**src/rtl/pipeline_hazard_ctrl_pkg.sv**
```systemverilog
// Shared types and helpers for the pipeline hazard controller and its neighbours.
package pipeline_hazard_ctrl_pkg;

  typedef enum logic {
    ST_RUN     = 1'b0,
    ST_MD_WAIT = 1'b1
  } md_state_e;

  // Forwarding-select encodings, kept here so the forwarding unit shares them.
  typedef enum logic [1:0] {
    FWD_NONE = 2'b00,
    FWD_WB   = 2'b01,
    FWD_MEM  = 2'b10
  } fwd_sel_e;

  function automatic logic load_use_hit(
    input logic       mem_read,
    input logic [4:0] rd,
    input logic [4:0] rs1,
    input logic [4:0] rs2,
    input logic       uses_rs1,
    input logic       uses_rs2
  );
    return mem_read && (rd != 5'd0) &&
           ((uses_rs1 && (rd == rs1)) || (uses_rs2 && (rd == rs2)));
  endfunction

endpackage

```
**src/rtl/pipeline_hazard_ctrl_if.sv**
```systemverilog
// Hazard-detection inputs and stall/flush controls between pipeline and controller.
interface pipeline_hazard_ctrl_if #(parameter int CNT_W = 32);
  logic [4:0]       ID_rs1, ID_rs2;
  logic             ID_UsesRs1, ID_UsesRs2;
  logic [4:0]       EX_rd;
  logic             EX_MemRead, EX_BranchTaken, EX_MulDiv;
  logic             MulDiv_Done, MEM_MemReq, dmem_ready;

  logic             PC_Write, IF_ID_Write, ID_EX_Write, EX_MEM_Write, MEM_WB_Write;
  logic             IF_ID_Flush, ID_EX_Flush, EX_MEM_Flush, MEM_WB_Flush;
  logic             MulDiv_Start;
  logic [CNT_W-1:0] Stall_Count, Flush_Count;
  logic             Mem_Timeout;

  modport master (
    output ID_rs1, ID_rs2, ID_UsesRs1, ID_UsesRs2, EX_rd, EX_MemRead,
           EX_BranchTaken, EX_MulDiv, MulDiv_Done, MEM_MemReq, dmem_ready,
    input  PC_Write, IF_ID_Write, ID_EX_Write, EX_MEM_Write, MEM_WB_Write,
           IF_ID_Flush, ID_EX_Flush, EX_MEM_Flush, MEM_WB_Flush,
           MulDiv_Start, Stall_Count, Flush_Count, Mem_Timeout
  );

  modport slave (
    input  ID_rs1, ID_rs2, ID_UsesRs1, ID_UsesRs2, EX_rd, EX_MemRead,
           EX_BranchTaken, EX_MulDiv, MulDiv_Done, MEM_MemReq, dmem_ready,
    output PC_Write, IF_ID_Write, ID_EX_Write, EX_MEM_Write, MEM_WB_Write,
           IF_ID_Flush, ID_EX_Flush, EX_MEM_Flush, MEM_WB_Flush,
           MulDiv_Start, Stall_Count, Flush_Count, Mem_Timeout
  );
endinterface

```
**src/rtl/pipeline_hazard_ctrl_sat_counter.sv**
```systemverilog
// Event counter that stops at all-ones instead of wrapping.
module sat_counter #(
  parameter int W = 32
) (
  input  logic         clk,
  input  logic         rst,
  input  logic         inc,
  output logic [W-1:0] count
);

  always_ff @(posedge clk) begin
    if (rst)
      count <= '0;
    else if (inc && (count != '1))
      count <= count + 1'b1;
  end

endmodule

```
**src/rtl/pipeline_hazard_ctrl.sv**
```systemverilog
// Stall/flush sequencer: load-use, taken branch, MUL/DIV handshake, data-memory wait.
// state      | meaning
// ST_RUN     | normal flow; load-use/branch/new MUL/DIV handled here
// ST_MD_WAIT | MUL/DIV started, front of pipe frozen until done
module pipeline_hazard_ctrl
  import pipeline_hazard_ctrl_pkg::*;
#(
  parameter int MEM_TIMEOUT = 255,
  parameter int CNT_W       = 32
) (
  input logic                clk,
  input logic                rst,
  pipeline_hazard_ctrl_if.slave hz
);

  localparam int WAIT_W = $clog2(MEM_TIMEOUT + 1);
  localparam logic [WAIT_W-1:0] WAIT_MAX = WAIT_W'(MEM_TIMEOUT);

  md_state_e         state, state_nxt;
  logic              done_pending, release_md, flush_inc;
  logic              memfreeze, load_use, mem_timeout;
  logic [WAIT_W-1:0] wait_cnt, wait_nxt;

  assign memfreeze = hz.MEM_MemReq && !hz.dmem_ready;
  assign load_use  = load_use_hit(hz.EX_MemRead, hz.EX_rd, hz.ID_rs1, hz.ID_rs2,
                                  hz.ID_UsesRs1, hz.ID_UsesRs2);

  always_comb begin
    hz.PC_Write     = 1'b1;
    hz.IF_ID_Write  = 1'b1;
    hz.ID_EX_Write  = 1'b1;
    hz.EX_MEM_Write = 1'b1;
    hz.MEM_WB_Write = 1'b1;
    hz.IF_ID_Flush  = 1'b0;
    hz.ID_EX_Flush  = 1'b0;
    hz.EX_MEM_Flush = 1'b0;
    hz.MEM_WB_Flush = 1'b0;
    hz.MulDiv_Start = 1'b0;
    state_nxt       = state;
    release_md      = 1'b0;
    flush_inc       = 1'b0;

    if (rst) begin
      hz.PC_Write     = 1'b0;
      hz.IF_ID_Write  = 1'b0;
      hz.ID_EX_Write  = 1'b0;
      hz.EX_MEM_Write = 1'b0;
      hz.MEM_WB_Write = 1'b0;
      hz.IF_ID_Flush  = 1'b1;
      hz.ID_EX_Flush  = 1'b1;
      hz.EX_MEM_Flush = 1'b1;
      hz.MEM_WB_Flush = 1'b1;
    end else if (memfreeze) begin
      // Only WB drains; it takes a bubble while MEM waits on the memory.
      hz.PC_Write     = 1'b0;
      hz.IF_ID_Write  = 1'b0;
      hz.ID_EX_Write  = 1'b0;
      hz.EX_MEM_Write = 1'b0;
      hz.MEM_WB_Flush = 1'b1;
    end else if (state == ST_MD_WAIT) begin
      if (hz.MulDiv_Done || done_pending) begin
        release_md = 1'b1;
        state_nxt  = ST_RUN;
      end else begin
        hz.PC_Write     = 1'b0;
        hz.IF_ID_Write  = 1'b0;
        hz.ID_EX_Write  = 1'b0;
        hz.EX_MEM_Flush = 1'b1;
      end
    end else if (hz.EX_MulDiv) begin
      hz.MulDiv_Start = 1'b1;
      hz.PC_Write     = 1'b0;
      hz.IF_ID_Write  = 1'b0;
      hz.ID_EX_Write  = 1'b0;
      hz.EX_MEM_Flush = 1'b1;
      state_nxt       = ST_MD_WAIT;
    end else if (hz.EX_BranchTaken) begin
      // Wins over load-use: the ID instruction is on the wrong path anyway.
      hz.IF_ID_Flush = 1'b1;
      hz.ID_EX_Flush = 1'b1;
      flush_inc      = 1'b1;
    end else if (load_use) begin
      hz.PC_Write    = 1'b0;
      hz.IF_ID_Write = 1'b0;
      hz.ID_EX_Flush = 1'b1;
    end
  end

  always_comb begin
    wait_nxt = '0;
    if (memfreeze)
      wait_nxt = (wait_cnt == WAIT_MAX) ? wait_cnt : wait_cnt + 1'b1;
  end

  always_ff @(posedge clk) begin
    if (rst) begin
      state        <= ST_RUN;
      done_pending <= 1'b0;
      wait_cnt     <= '0;
      mem_timeout  <= 1'b0;
    end else begin
      state    <= state_nxt;
      wait_cnt <= wait_nxt;
      // Latch a done pulse that lands while memory holds the pipe.
      if (release_md)
        done_pending <= 1'b0;
      else if (memfreeze && (state == ST_MD_WAIT) && hz.MulDiv_Done)
        done_pending <= 1'b1;
      if (memfreeze && (wait_nxt == WAIT_MAX))
        mem_timeout <= 1'b1;
    end
  end

  assign hz.Mem_Timeout = mem_timeout;

  sat_counter #(.W(CNT_W)) u_stall_cnt (
    .clk   (clk),
    .rst   (rst),
    .inc   (!hz.PC_Write),
    .count (hz.Stall_Count)
  );

  sat_counter #(.W(CNT_W)) u_flush_cnt (
    .clk   (clk),
    .rst   (rst),
    .inc   (flush_inc),
    .count (hz.Flush_Count)
  );

endmodule

```
**src/flat_wrapper.sv**
```systemverilog
// flat-port wrapper written by rule: the top's interface ports become plain ports
module pipeline_hazard_ctrl_flat import pipeline_hazard_ctrl_pkg::*;
#(
  parameter int MEM_TIMEOUT = 255,
  parameter int CNT_W       = 32
)
  (clk, rst, hz_ID_rs1, hz_ID_rs2, hz_ID_UsesRs1, hz_ID_UsesRs2, hz_EX_rd, hz_EX_MemRead, hz_EX_BranchTaken, hz_EX_MulDiv, hz_MulDiv_Done, hz_MEM_MemReq, hz_dmem_ready, hz_PC_Write, hz_IF_ID_Write, hz_ID_EX_Write, hz_EX_MEM_Write, hz_MEM_WB_Write, hz_IF_ID_Flush, hz_ID_EX_Flush, hz_EX_MEM_Flush, hz_MEM_WB_Flush, hz_MulDiv_Start, hz_Stall_Count, hz_Flush_Count, hz_Mem_Timeout);
  pipeline_hazard_ctrl_if #(.CNT_W(CNT_W)) hz_i ();
  input logic clk;
  input logic rst;
  input wire logic [$bits(hz_i.ID_rs1)-1:0] hz_ID_rs1;
  input wire logic [$bits(hz_i.ID_rs2)-1:0] hz_ID_rs2;
  input wire logic [$bits(hz_i.ID_UsesRs1)-1:0] hz_ID_UsesRs1;
  input wire logic [$bits(hz_i.ID_UsesRs2)-1:0] hz_ID_UsesRs2;
  input wire logic [$bits(hz_i.EX_rd)-1:0] hz_EX_rd;
  input wire logic [$bits(hz_i.EX_MemRead)-1:0] hz_EX_MemRead;
  input wire logic [$bits(hz_i.EX_BranchTaken)-1:0] hz_EX_BranchTaken;
  input wire logic [$bits(hz_i.EX_MulDiv)-1:0] hz_EX_MulDiv;
  input wire logic [$bits(hz_i.MulDiv_Done)-1:0] hz_MulDiv_Done;
  input wire logic [$bits(hz_i.MEM_MemReq)-1:0] hz_MEM_MemReq;
  input wire logic [$bits(hz_i.dmem_ready)-1:0] hz_dmem_ready;
  output wire logic [$bits(hz_i.PC_Write)-1:0] hz_PC_Write;
  output wire logic [$bits(hz_i.IF_ID_Write)-1:0] hz_IF_ID_Write;
  output wire logic [$bits(hz_i.ID_EX_Write)-1:0] hz_ID_EX_Write;
  output wire logic [$bits(hz_i.EX_MEM_Write)-1:0] hz_EX_MEM_Write;
  output wire logic [$bits(hz_i.MEM_WB_Write)-1:0] hz_MEM_WB_Write;
  output wire logic [$bits(hz_i.IF_ID_Flush)-1:0] hz_IF_ID_Flush;
  output wire logic [$bits(hz_i.ID_EX_Flush)-1:0] hz_ID_EX_Flush;
  output wire logic [$bits(hz_i.EX_MEM_Flush)-1:0] hz_EX_MEM_Flush;
  output wire logic [$bits(hz_i.MEM_WB_Flush)-1:0] hz_MEM_WB_Flush;
  output wire logic [$bits(hz_i.MulDiv_Start)-1:0] hz_MulDiv_Start;
  output wire logic [$bits(hz_i.Stall_Count)-1:0] hz_Stall_Count;
  output wire logic [$bits(hz_i.Flush_Count)-1:0] hz_Flush_Count;
  output wire logic [$bits(hz_i.Mem_Timeout)-1:0] hz_Mem_Timeout;
  assign hz_i.ID_rs1 = hz_ID_rs1;
  assign hz_i.ID_rs2 = hz_ID_rs2;
  assign hz_i.ID_UsesRs1 = hz_ID_UsesRs1;
  assign hz_i.ID_UsesRs2 = hz_ID_UsesRs2;
  assign hz_i.EX_rd = hz_EX_rd;
  assign hz_i.EX_MemRead = hz_EX_MemRead;
  assign hz_i.EX_BranchTaken = hz_EX_BranchTaken;
  assign hz_i.EX_MulDiv = hz_EX_MulDiv;
  assign hz_i.MulDiv_Done = hz_MulDiv_Done;
  assign hz_i.MEM_MemReq = hz_MEM_MemReq;
  assign hz_i.dmem_ready = hz_dmem_ready;
  assign hz_PC_Write = hz_i.PC_Write;
  assign hz_IF_ID_Write = hz_i.IF_ID_Write;
  assign hz_ID_EX_Write = hz_i.ID_EX_Write;
  assign hz_EX_MEM_Write = hz_i.EX_MEM_Write;
  assign hz_MEM_WB_Write = hz_i.MEM_WB_Write;
  assign hz_IF_ID_Flush = hz_i.IF_ID_Flush;
  assign hz_ID_EX_Flush = hz_i.ID_EX_Flush;
  assign hz_EX_MEM_Flush = hz_i.EX_MEM_Flush;
  assign hz_MEM_WB_Flush = hz_i.MEM_WB_Flush;
  assign hz_MulDiv_Start = hz_i.MulDiv_Start;
  assign hz_Stall_Count = hz_i.Stall_Count;
  assign hz_Flush_Count = hz_i.Flush_Count;
  assign hz_Mem_Timeout = hz_i.Mem_Timeout;
  pipeline_hazard_ctrl #(.MEM_TIMEOUT(MEM_TIMEOUT), .CNT_W(CNT_W)) u_core (.clk(clk), .rst(rst), .hz(hz_i));
endmodule
```
**config.mk**
```make
export PLATFORM = sky130hd
export DESIGN_NAME = pipeline_hazard_ctrl_flat
export DESIGN_NICKNAME = d
export VERILOG_FILES = /design/src/rtl/pipeline_hazard_ctrl_pkg.sv /design/src/rtl/pipeline_hazard_ctrl_if.sv /design/src/rtl/pipeline_hazard_ctrl_sat_counter.sv /design/src/rtl/pipeline_hazard_ctrl.sv /design/src/flat_wrapper.sv
export SDC_FILE = /design/constraint.sdc
export NUM_CORES = 1
export LEC_CHECK = 0
export BUFFER_PORTS_ARGS = -buffer_cell sky130_fd_sc_hd__buf_2
export CAP_MARGIN = 40
export CORE_UTILIZATION = 45
export DETAILED_ROUTE_END_ITERATION = 7
export PLACE_DENSITY = 0.69
export RECOVER_POWER = 50
export SETUP_SLACK_MARGIN = 0.15
export SLEW_MARGIN = 15
export SYNTH_ARGS = -nofsm -noshare
export SYNTH_HDL_FRONTEND = slang
export SYNTH_SLANG_ARGS = --single-unit
```
**constraint.sdc**
```tcl
create_clock -name clk -period 5.2 [get_ports clk]
set_input_delay 0.52 -clock clk [delete_from_list [all_inputs] [get_ports clk]]
set_output_delay 0.52 -clock clk [all_outputs]
set_load 0.05 [all_outputs]
```
; Yosys cells after proc, flatten, opt, wreduce, memory -nomap -nowiden
; Cells that the tools add are included.
[word_totals]
ff_bits = 75
input_bits = 25
[op_classes]
add_sub_neg = 3
eq_ne = 6
mux = 41
n_reduce_logical = 16
[op_table]
columns = operator, n
row1 = $add 32x1->32 const B, 2
row2 = $ne 32x32->1 const B, 2
row3 = $mux 1, 39
row4 = $eq 8x8->1 const B, 2
row5 = $mux 8, 2
row6 = $eq 5x5->1, 2
row7 = $logic_and 1x1->1, 10
row8 = $add 8x1->8 const B, 1
row9 = $reduce_bool 5->1, 1
row10 = $logic_not 1->1, 2
row11 = $logic_or 1x1->1, 2
row12 = $reduce_or 2->1, 1

; Depth between registers and ports, before layout
; Gate-level depths: netlist (run 1).
[depth]
depth_word = 12
depth_mapped = 10
ltp_nobuf = 8

; Cells and area by module
; Synthesis (run 1) repeated with hierarchy kept, for this count alone.
[hier_totals]
cells_unflattened = 502
hier_area_um2 = 4180.3
[by_module_without_submodules]
columns = mod, n_inst, cells_per_inst, area_each_um2, seq_area_each_um2
row1 = sat_counter at u_core.u_flush_cnt, 1, 199, 1674.1, 640.6
row2 = sat_counter at u_core.u_stall_cnt, 1, 195, 1670.4, 640.6
row3 = pipeline_hazard_ctrl, 1, 108, 835.8, 220.2

; Worst setup path before layout (run 1)
; Ideal clock, no wire load.
[synth_path]
path_kind = input-to-output
start = in hz_MEM_MemReq
end = out hz_PC_Write
arrival_ns = 2.996
required_time_ns = 4.680
path_slack_ns = 1.684
path_stages = 9
cell_sequence = nor2b_1 > nor2_1 > nand2_1 > inv_1 > o21ai_0 > o21ai_2 > buf_6 > buf_4 > buf_4
[synth_between]
elab_chain_len = 3
[synth_rtl]
columns = item, line
row1 = start: declaration, flat_wrapper.sv:20  ; input wire logic [$bits(hz_i.MEM_MemReq)-1:0] hz_MEM_MemReq;
row2 = $logic_and 1x1->1, pipeline_hazard_ctrl.sv:24  ; assign memfreeze = hz.MEM_MemReq && !hz.dmem_ready;
row3 = $mux 1 (2 in series), --
row4 = end: declaration, flat_wrapper.sv:22  ; output wire logic [$bits(hz_i.PC_Write)-1:0] hz_PC_Write;
; No other way between the ends.

; Worst setup path in the final report (run 1)
[layout_path]
start = in hz_EX_rd[0]
end = out hz_PC_Write
[layout_between]
elab_chain_len = 10
[layout_rtl]
columns = item, line
row1 = start: declaration, flat_wrapper.sv:15  ; input wire logic [$bits(hz_i.EX_rd)-1:0] hz_EX_rd;
row2 = $eq 5x5->1, pipeline_hazard_ctrl_pkg.sv:25  ; ((uses_rs1 && (rd == rs1)) || (uses_rs2 && (rd == rs2)));
row3 = $logic_and 1x1->1, pipeline_hazard_ctrl_pkg.sv:25
row4 = $logic_or 1x1->1, pipeline_hazard_ctrl_pkg.sv:25
row5 = $logic_and 1x1->1 (*), pipeline_hazard_ctrl_pkg.sv:24  ; return mem_read && (rd != 5'd0) &&
row6 = $mux 1 (*), pipeline_hazard_ctrl.sv:82  ; end else if (load_use) begin
row7 = $mux 1 (*), pipeline_hazard_ctrl.sv:77  ; end else if (hz.EX_BranchTaken) begin
row8 = $mux 1 (*), pipeline_hazard_ctrl.sv:70  ; end else if (hz.EX_MulDiv) begin
row9 = $mux 1 (*), pipeline_hazard_ctrl.sv:60  ; end else if (state == ST_MD_WAIT) begin
row10 = $mux 1 (*), pipeline_hazard_ctrl.sv:53  ; end else if (memfreeze) begin
row11 = $mux 1 (*), pipeline_hazard_ctrl.sv:43  ; if (rst) begin
; Mark *: on every way between the ends. The rest lies on a longest branch, timed or not.

==> results.md, run 1 <==
- The worst hold margin is roughly 0.47 ns.
- The proportion of synthesized area in mux cells is 1.536%.
- The setup TNS is 0 ns.
- The number of antenna violations at the first check in global routing was 0.
- The Yosys warning count is 0.
- The type of origin of the critical path is a primary input.
- Using the TritonRoute via totals, the vias-per-cell ratio works out to approximately 5.8.
- The number of global-route vias before repair is ~3400.
- The number of remaining DRC errors is 0.
- The detailed router placed 3956 vias in this run.
- Yosys mapped a number of flops with a built-in enable equal to 0.
- During I/O placement, the number of pins put on the boundary was 100.
- Summing the areas of all fa, ha and maj instances in the mapped netlist gives 0.9404% of the synthesized area.
- The synthesized netlist devotes ~15% of its cell area to compound gates.
- Counting flops with an async set or reset pin after synthesis yields a share of 0%.
- For this run, the top clock speed supported by timing is between 300 and 400 MHz.
- The total overflow reported by the global router is 0.
- The number of buffers on the longest clock path is 2.
- Clock tree synthesis found a total of between 70 and 80 sinks.
- The total wirelength of the detailed-routed design is between 9000 and 10000 um.
- The repair_antennas step left the layout with diodes totalling 0.
- The length in cells of the worst reg-to-reg path is 7.
- At the end of routability-driven placement, the weighted congestion stood at about 0.81.
- Walking the worst path, the cells encountered are buf_2 > or4_1 > o21ai_0 > o21ai_0 > o21ai_2 > buf_4 > buf_2.
- Of the total power, combinational logic draws approximately a tenth.
- The switching share of power is a little over a quarter.
- The worst setup path is of the in -> out kind.
- The origin of the critical flop-to-flop path is u_core.u_stall_cnt.count[0].
- The floorplan step defined a die boundary enclosing approximately 9300 um^2.
- The final layout contains about 600 nets.
- Compared with the post-synthesis result, the final layout area differs by 16.33%.
- The internal power is 0.8469 mW.
- For this design the static power due to leakage is 1.559 nW.
- The final critical-path share of the clock period is between 50% and 60%.
- The fraction of power consumed by sequential logic is around half.
- By area, the combinational part of the netlist is dominated by simple AND/OR/NAND/NOR gates.
- At the pin with the least slew margin, the transition time is between 0.8 and 0.9 ns.
- The sequential cell area in the final layout is about 1500 um^2.
- The synthesized netlist contains 53 unique library cells.
- The detailed-placement wirelength estimate is slightly above 7000 um.
- The wire length of the first global-routing pass is ~16000 um.
- The number of I/O port buffers is about 100.
- The final number of max-transition violations is 0.
- The core outline area is 8382 um^2.
- In this run the vertical extent of the chip is ~96 um.
- The power dissipated by switching net loads is between 0.3 and 0.4 mW.
- The largest individual stage delay along the critical path comes from the cell sky130_fd_sc_hd__or4_1.
- The flow ran to the end, and the final reports show no timing, DRC or antenna violations.
- Cells with a size suffix above 1 make up between 10% and 20% of the layout.
- The site row count is 33.
- The total nets after synthesis is around 500.
- The clock period minus final worst setup slack is slightly below 3 ns.
- The most frequently used flop master after synthesis is sky130_fd_sc_hd__dfxtp_1.
- In this run the worst path has a maximum fanout of 37.
- For the worst setup path, the data arrival time is about 2.4 ns.
- The critical path launch point is hz_EX_rd[0].
- The die outline width is a little under 100 um.
- The capture point of the worst reg-to-reg path is u_core.u_stall_cnt.count[6].
- The worst supply voltage drop on vdd is approximately 0.14 mV.
- Buffers inserted to repair hold after CTS numbered 0.
- The number of max-cap violations is 0.
- The cell area after synthesis is between 3000 and 4000 um^2.
- The hold violation total from the final report is 0.
- The average wire per cell in the routed design is 14.66 um.
- On the worst path, the slowest cell contributes a delay of ~0.55 ns.
- The top cell types in the final layout, fill and taps aside, are sky130_fd_sc_hd__dfxtp_1, sky130_fd_sc_hd__clkbuf_1, sky130_fd_sc_hd__nor2_1, sky130_fd_sc_hd__nand3_1, sky130_fd_sc_hd__a21oi_1.
- The critical path runs through a total of 7 cells.
- The clock buffer count from CTS is 9.
- STA puts the critical path data required time at between 4 and 5 ns.
- The global-route usage over all layers is between 20% and 30%.
- After clock tree synthesis, the clock-pin slew on the worst setup and hold paths is 0.07 ns.
- The final antenna-violating net count is 0.
- The pre-antenna-repair detailed-routing pass consisted of 4 iterations.
- The total of cells resized after clock tree synthesis is 0.
- The kind of path behind the tightest hold check is reg -> reg.
- The violation count after the first detailed-route iteration is 134.
- Setup violations remaining at the end of the flow were counted as 0.
- Summing the areas of all and, or, nand and nor instances in the mapped netlist gives roughly a third of the synthesized area.
- The power density relative to cell area is 250.3 nW/um^2.
- The xor/xnor share of the synthesized area is slightly below 8%.
- Counting both buffers and inverters, the worst setup path holds a total of 3.
- Grouping stages by cell kind, the critical path spends the most delay in buffers and inverters.
- The largest net degree at the start of global routing is 70.
- The setup check on the worst reg-to-reg path leaves a slack of 2.38 ns.
- The clock tree from TritonCTS is built.
- The share of the core filled with cells in the final layout is 55.40%.
- The library cell used most frequently in the layout, excluding fill and tap cells, is sky130_fd_sc_hd__dfxtp_1.
- The share of the Yosys chip area taken by registers is between 30 and 40%.
- In this run the mean area of a mapped cell was between 8 and 9 um^2.
- The clock power share is between 30% and 40%.
- In this run, synthesis produced a sequential element count of 75.
- In this run the clock root is driven by a sky130_fd_sc_hd__clkbuf_8.
- The effective utilization at floorplan is between 40 and 50%.
- The post-CTS setup-driven buffer insertion count is 0.
- The final worst clock skew is around 0.011 ns.
- The H-tree was split into 3 levels.
- The relative slew slack is 45.40%.
- The multi-input combinational cells in the finished layout cover a total of around 2300 um^2.
- Synthesis handed over a netlist of between 400 and 500 instances.
- The endpoint of the most critical setup path is hz_PC_Write.
- The worst setup path is captured at an output pin.
- The number of fillers in the final layout is 838.
- Setup repair after global routing left no endpoint under its margin.
- The insertion delay to the later sink of the worst-skew pair is approximately 0.35 ns.
[sequential cells by signal (all words and copies together), names as in the netlist]
name	flops
u_core.done_pending	1
u_core.wait_cnt	8
u_core.hz.Mem_Timeout	1
u_core.u_flush_cnt.count	32
u_core.u_stall_cnt.count	32
u_core.state	1
[cells in the mapped netlist, types with 6 or more instances]
master / instances / area (um^2)
sky130_fd_sc_hd__clkbuf_1: 11 / 41.29
sky130_fd_sc_hd__or4_2: 11 / 96.34
sky130_fd_sc_hd__or3_1: 21 / 131.4
sky130_fd_sc_hd__inv_1: 7 / 26.28
sky130_fd_sc_hd__dfxtp_1: 75 / 1501
sky130_fd_sc_hd__xor2_1: 19 / 166.4
sky130_fd_sc_hd__o21ai_0: 24 / 120.1
sky130_fd_sc_hd__a21oi_1: 39 / 195.2
sky130_fd_sc_hd__or4_1: 7 / 52.55
sky130_fd_sc_hd__nand2_1: 27 / 101.4
sky130_fd_sc_hd__nand3_1: 41 / 205.2
sky130_fd_sc_hd__and3_1: 17 / 106.4
sky130_fd_sc_hd__nor2b_1: 6 / 37.54
sky130_fd_sc_hd__nand4_1: 18 / 112.6
sky130_fd_sc_hd__o31ai_1: 14 / 105.1
sky130_fd_sc_hd__nor2_1: 41 / 153.9
sky130_fd_sc_hd__nor4_1: 6 / 37.54
sky130_fd_sc_hd__nor3_1: 9 / 45.04
sky130_fd_sc_hd__and4_1: 8 / 70.07
sky130_fd_sc_hd__xnor2_1: 17 / 148.9
[area by class of cell]
cell class,instances,area share [%]
Multi-Input combinational cell,374,50.18
Sequential cell,75,32.34
Timing Repair Buffer,103,9.647
Clock buffer,11,3.045
Tap cell,105,2.829
Clock inverter,5,1.320
Inverter,8,0.6467
[logic make-up after synthesis]
group                      after synthesis
DFF                                     75
muxes                                    5
buffers and inverters                   27
adders and majority gates                3
and+or+nand+nor                        229
AOI/OAI and AO/OA                      101
xor gates and xnor gates                36
[how the worst min path moves through the flow]
| stage | startpoint | end | cells past startpoint |
|---|---|---|---|
| 2_1_floorplan | u_core.wait_cnt[2] | u_core.wait_cnt[2] | 1 |
| 3_3_place_gp | u_core.hz.Mem_Timeout | u_core.hz.Mem_Timeout | 1 |
| 6_report | u_core.hz.Mem_Timeout | u_core.hz.Mem_Timeout | 1 |
| 3_5_place_dp | u_core.hz.Mem_Timeout | u_core.hz.Mem_Timeout | 1 |
| 4_1_cts | u_core.hz.Mem_Timeout | u_core.hz.Mem_Timeout | 1 |
| 5_1_grt | u_core.hz.Mem_Timeout | u_core.hz.Mem_Timeout | 1 |
[power groups by stage]
stage / clock network, mW / logic, mW / registers (mW)
6_report: 0.464 / 0.113 / 0.586
5_1_grt: 0.496 / 0.123 / 0.587
4_1_cts: 0.473 / 0.114 / 0.585
3_5_place_dp: 0 / 0.114 / 0.599
3_3_place_gp: 0 / 0.112 / 0.599
2_1_floorplan: 0 / 0.0743 / 0.609
[routing by layer]
metal / part of all wire (%) / GRT usage (%) / up-vias / wire, um
met5: 0 / 0 / - / 0
met4: 0.78 / 6.343 / 0 / 78
met3: 5.8 / 5.213 / 8 / 580
met2: 46 / 34.16 / 103 / 4591
met1: 47 / 29.86 / 1879 / 4735
li1: - / - / 1966 / -
[per-stage QoR]
stage	instance area, um^2	instances	total power [mW]	setup WS [ns]
finish	4643	681	1.162	2.303
global route	4643	681	1.206	2.148
CTS	4713	680	1.173	2.312
detailed placement	4511	664	0.7125	2.262
global placement	4511	664	0.7107	2.363
floorplan	3991	476	0.6830	1.684
[worst register-to-register path: stages (launching register included)]
cell                      delay, ns
sky130_fd_sc_hd__dfxtp_1       0.42
sky130_fd_sc_hd__ha_1          0.34
sky130_fd_sc_hd__nand2_2       0.17
sky130_fd_sc_hd__or3_4         0.45
sky130_fd_sc_hd__or4_4         0.59
sky130_fd_sc_hd__nor2_8        0.36
sky130_fd_sc_hd__nor4_2        0.09
sky130_fd_sc_hd__mux2_4        0.30
No activity file was read; power rests on OpenSTA's default activity.
==> run 2: changes to the inputs <==
ABC_AREA = 1   (was default)
PLACE_DENSITY = 0.68   (was 0.69)
clock period = 2.7 ns   (was 5.2 ns; I/O delays follow)
==> run 2 against run 1 <==
  * Synthesized area grew 22%
  * Combinational power up 90%
  * Synthesized cell count is 68% higher
  * Flip-flop and latch count unchanged
  * Sequential power rose by 93%
  * Clock-buffer cell count is 1 higher
  * Clock power up 120%
  * Critical endpoint unchanged
==> results.md, run 2 <==
- The wire length on met2 is approximately 6000 um.
- The total of cells resized after clock tree synthesis is 0.
- The final critical-path share of the clock period is around 81%.
- The cell total after placement is 1014.
- The analysis attributes to cell leakage a power of about 2.1 nW.
- The number of global-route vias before repair is 4596.
- The total nets after synthesis is a little over 800.
- 100 I/O pins were placed.
- The final antenna-violating net count is 0.
- The relative slew slack is a little under a third.
- The worst hold margin is about 0.22 ns.
- The post-cts hold buffer count is 0.
- The xor/xnor share of the synthesized area is between 8 and 9%.
- VDD sags by at most around 0.27 mV.
- Clock latency on the worst-skew pair, taken at its later pin, is around 0.36 ns.
- The basic-gate share of the synthesized area counting and, or, nand and nor cells is 44.93%.
- Dividing total power by cell area gives a power density of around 420 nW/um^2.
- In the routed layout, each cell is associated on average with a via count of 5.100.
- Setup repair after global routing left no endpoint under its margin.
- The H-tree generated during clock tree synthesis spans 3 levels.
- For this block, the via count after detailed routing is ~5300.
- Excluding fillers, the count of instances in the completed layout stands at 1030.
- The number of remaining DRC errors is 0.
- The kind of end point of the critical path is an output pin.
- The highest layer touched by signal routing is met4.
- The number of diodes added for antenna fixing is 0.
- In the synthesized netlist the async set-or-reset flop fraction comes to 0%.
- The Yosys warning count is 0.
- Row generation in the floorplan step produced 37 rows.
- The synthesized instance count is 799.
- Summed over all instances, the cell type with the most area after synthesis is sky130_fd_sc_hd__dfxtp_1.
- Entering global routing, the biggest net connects 51 pins.
- No sink is reached through more buffers than the 2 on the longest clock path.
- The library cell used most frequently in the layout, excluding fill and tap cells, is sky130_fd_sc_hd__nand2_1.
- The library cells used most frequently in the layout, excluding fill and tap cells, are sky130_fd_sc_hd__nand2_1, sky130_fd_sc_hd__nor2_1, sky130_fd_sc_hd__dfxtp_1.
- By area the synthesized netlist is led by sky130_fd_sc_hd__dfxtp_1, sky130_fd_sc_hd__nand2_1, sky130_fd_sc_hd__nor2_1.
- The number of fillers in the final layout is 1133.
- The tree is rooted in a sky130_fd_sc_hd__clkbuf_8.
- The number of nets in the layout is between 900 and 1000.
- The final worst clock skew is 0.01351 ns.
- The number of antenna violations at the first check in global routing is 0.
- After clock tree synthesis, the setup repair step added 0 buffers.
- The effective utilization at floorplan is between 40% and 50%.
- The layout overhead on the synthesized area is 15.00%.
- The share of the core filled with cells in the final layout is roughly 54%.
- In this run, distinct cell masters in the synthesized netlist total 30.
- Summing every instance area after synthesis gives just under 5000 um^2.
- After routing the design area is approximately 5600 um^2.
- The detailed-placement wirelength estimate is roughly 10000 um.
- The floorplan step defined a die boundary enclosing approximately 11000 um^2.
- The total wirelength of the detailed-routed design is around 14000 um.
- The average wire per cell in the routed design is ~13 um.
- The core outline area is around 10000 um^2.
- The final number of setup-violating endpoints is 0.
- The sequential area share after synthesis is 30.94%.
- Summing the areas of all compound-gate instances in the mapped netlist gives under 10% of the synthesized area.
- The least setup slack across all paths after layout is 0.5109 ns.
- In the final layout, the registers with the most flip-flops are u_core.u_flush_cnt.count (32), u_core.u_stall_cnt.count (32), u_core.wait_cnt (8).
- The flow ran to the end, and the final reports show no timing, DRC or antenna violations.
- Max-cap violations in this run came to 0.
- The number of clock buffers added by TritonCTS is 9.
- The library cell with the highest instance count after synthesis is sky130_fd_sc_hd__nand2_1.
- The first global-routing pass estimated about 22000 um of wire.
- The weighted congestion at the end of routability-driven global placement is 0.9724.
- The hold violation total from the final report is 0.
- Synthesis inferred 75 register bits.
- The number of synthesized flops with an enable pin is 0.
- The fraction of final layout cells sized beyond drive strength 1 is 7.494%.
- The arrival time at the worst endpoint is 1.92 ns.
- The required time of the critical path is between 2 and 2.5 ns.
- The final number of max-transition violations came to 0.
- The critical path is of the reg -> out type.
- The transition time at the pin with the least slew margin is just over 1 ns.
- After synthesis, the largest family of logic cells by area is simple AND/OR/NAND/NOR gates.
- In the synthesized netlist the dominant register cell turns out to be sky130_fd_sc_hd__dfxtp_1.
- For this run the aggregate overflow at the end of global routing stands at 0.
- The global-route usage over all layers is 24.56%.
- The type of origin of the critical path is a flop.
- For the final routed database, the setup TNS stands at 0 ns.
- For this run, the detailed router's first-pass iteration total came to 7.
- The smallest clock period supported by the final layout is computed as 2.189 ns.
- The die outline width is 105.9 um.
- The clock drives 75 sinks.
- Summed over its instances, the top area cell type makes up a little under a third of the synthesized netlist area.
- The total design power is roughly 2.3 mW.
- The path class of the tightest hold or removal check is in -> reg.
- The proportion of synthesized area in mux cells is 0%.
- During placement, the flow inserted port buffers numbering 99.
- Counting instances in the post-synthesis netlist gives the leading cell types as sky130_fd_sc_hd__nand2_1, sky130_fd_sc_hd__nor2_1, sky130_fd_sc_hd__dfxtp_1, sky130_fd_sc_hd__a21oi_1, sky130_fd_sc_hd__inv_1.
- Clock-pin slew was measured on the worst setup and hold paths at 0.07 ns.
- The largest fanout on the critical path is 34.
- The length of routed wiring on met1 is 6449 um.
- The die is around 110 um tall.
- For this block, the initial DRC count from the detailed router was between 300 and 400.
- The placed instances occupy a cell area of 5441 um^2.
- For this run, the top clock speed supported by timing is ~460 MHz.
- The routed length on met3 is approximately 900 um.
- The adder-cell area share of the yosys netlist is less than 1%.
- The worst slack at placement is ~0.56 ns.
- The average size of a mapped cell is between 6 and 7 um^2.
- TritonCTS built the clock tree.
-- run 2: cell types whose count changed after synthesis, moves of 17 or more --
cell / previous run / this run
sky130_fd_sc_hd__o21ai_0: 24 / 3
sky130_fd_sc_hd__a21oi_1: 39 / 67
sky130_fd_sc_hd__and3_1: 17 / 0
sky130_fd_sc_hd__nor3_1: 9 / 26
sky130_fd_sc_hd__nand2_1: 27 / 298
sky130_fd_sc_hd__inv_1: 7 / 62
sky130_fd_sc_hd__or3_1: 21 / 0
sky130_fd_sc_hd__nor2_1: 41 / 106
-- run 2: where the power goes --
part,switching (mW),total (mW),internal [mW]
clock,0.429,0.999,0.570
sequential,0.0122,1.13,1.11
combinational,0.163,0.215,0.0517
total,0.604,2.34,1.73
-- run 2: logic make-up (layout without fill, tap and decap cells) --
| group | count (synthesis) | count (layout) |
|---|---|---|
| xor+xnor | 45 | 45 |
| simple gates | 516 | 516 |
| flops | 75 | 75 |
| fa+ha+maj | 3 | 3 |
| compound gates | 72 | 72 |
| buf+inv | 88 | 183 |
-- run 2: critical path, cell delays in order, from the launching register on --
cell                         delay, ns
sky130_fd_sc_hd__dfxtp_1          0.40
sky130_fd_sc_hd__nor2_1           0.11
sky130_fd_sc_hd__nor2_1           0.26
sky130_fd_sc_hd__nor2_4           0.08
sky130_fd_sc_hd__nand2_4          0.33
sky130_fd_sc_hd__clkinvlp_4       0.15
sky130_fd_sc_hd__buf_2            0.22
-- run 2: path summary, 6_finish.rpt --
check,start,to,slack (ns),cells after the start
worst max-delay path,u_core.state,hz_PC_Write,0.51,6
worst min-delay path,hz_MulDiv_Done,u_core.done_pending,0.22,3
worst max register to register,u_core.u_stall_cnt.count[0],u_core.u_stall_cnt.count[12],0.52,9
worst min register to register,u_core.hz.Mem_Timeout,u_core.hz.Mem_Timeout,0.45,2
-- run 2: final cells by class --
class                   instances  area (um^2)  area share (%)
inverters                      64        247.7           4.438
multi-input cells             636         2997           53.69
flip-flops and latches         75         1501           26.90
clock buffers                  12        155.1           2.780
well taps                     136        170.2           3.049
clock inverters                 4        72.57           1.300
repair buffers                103        437.9           7.846
-- run 2: routing by layer --
metal	vias up	GRT usage (%)
li1	2712	-
met5	-	0
met2	175	37.49
met1	2352	34.96
met3	14	3.587
met4	0	8.829
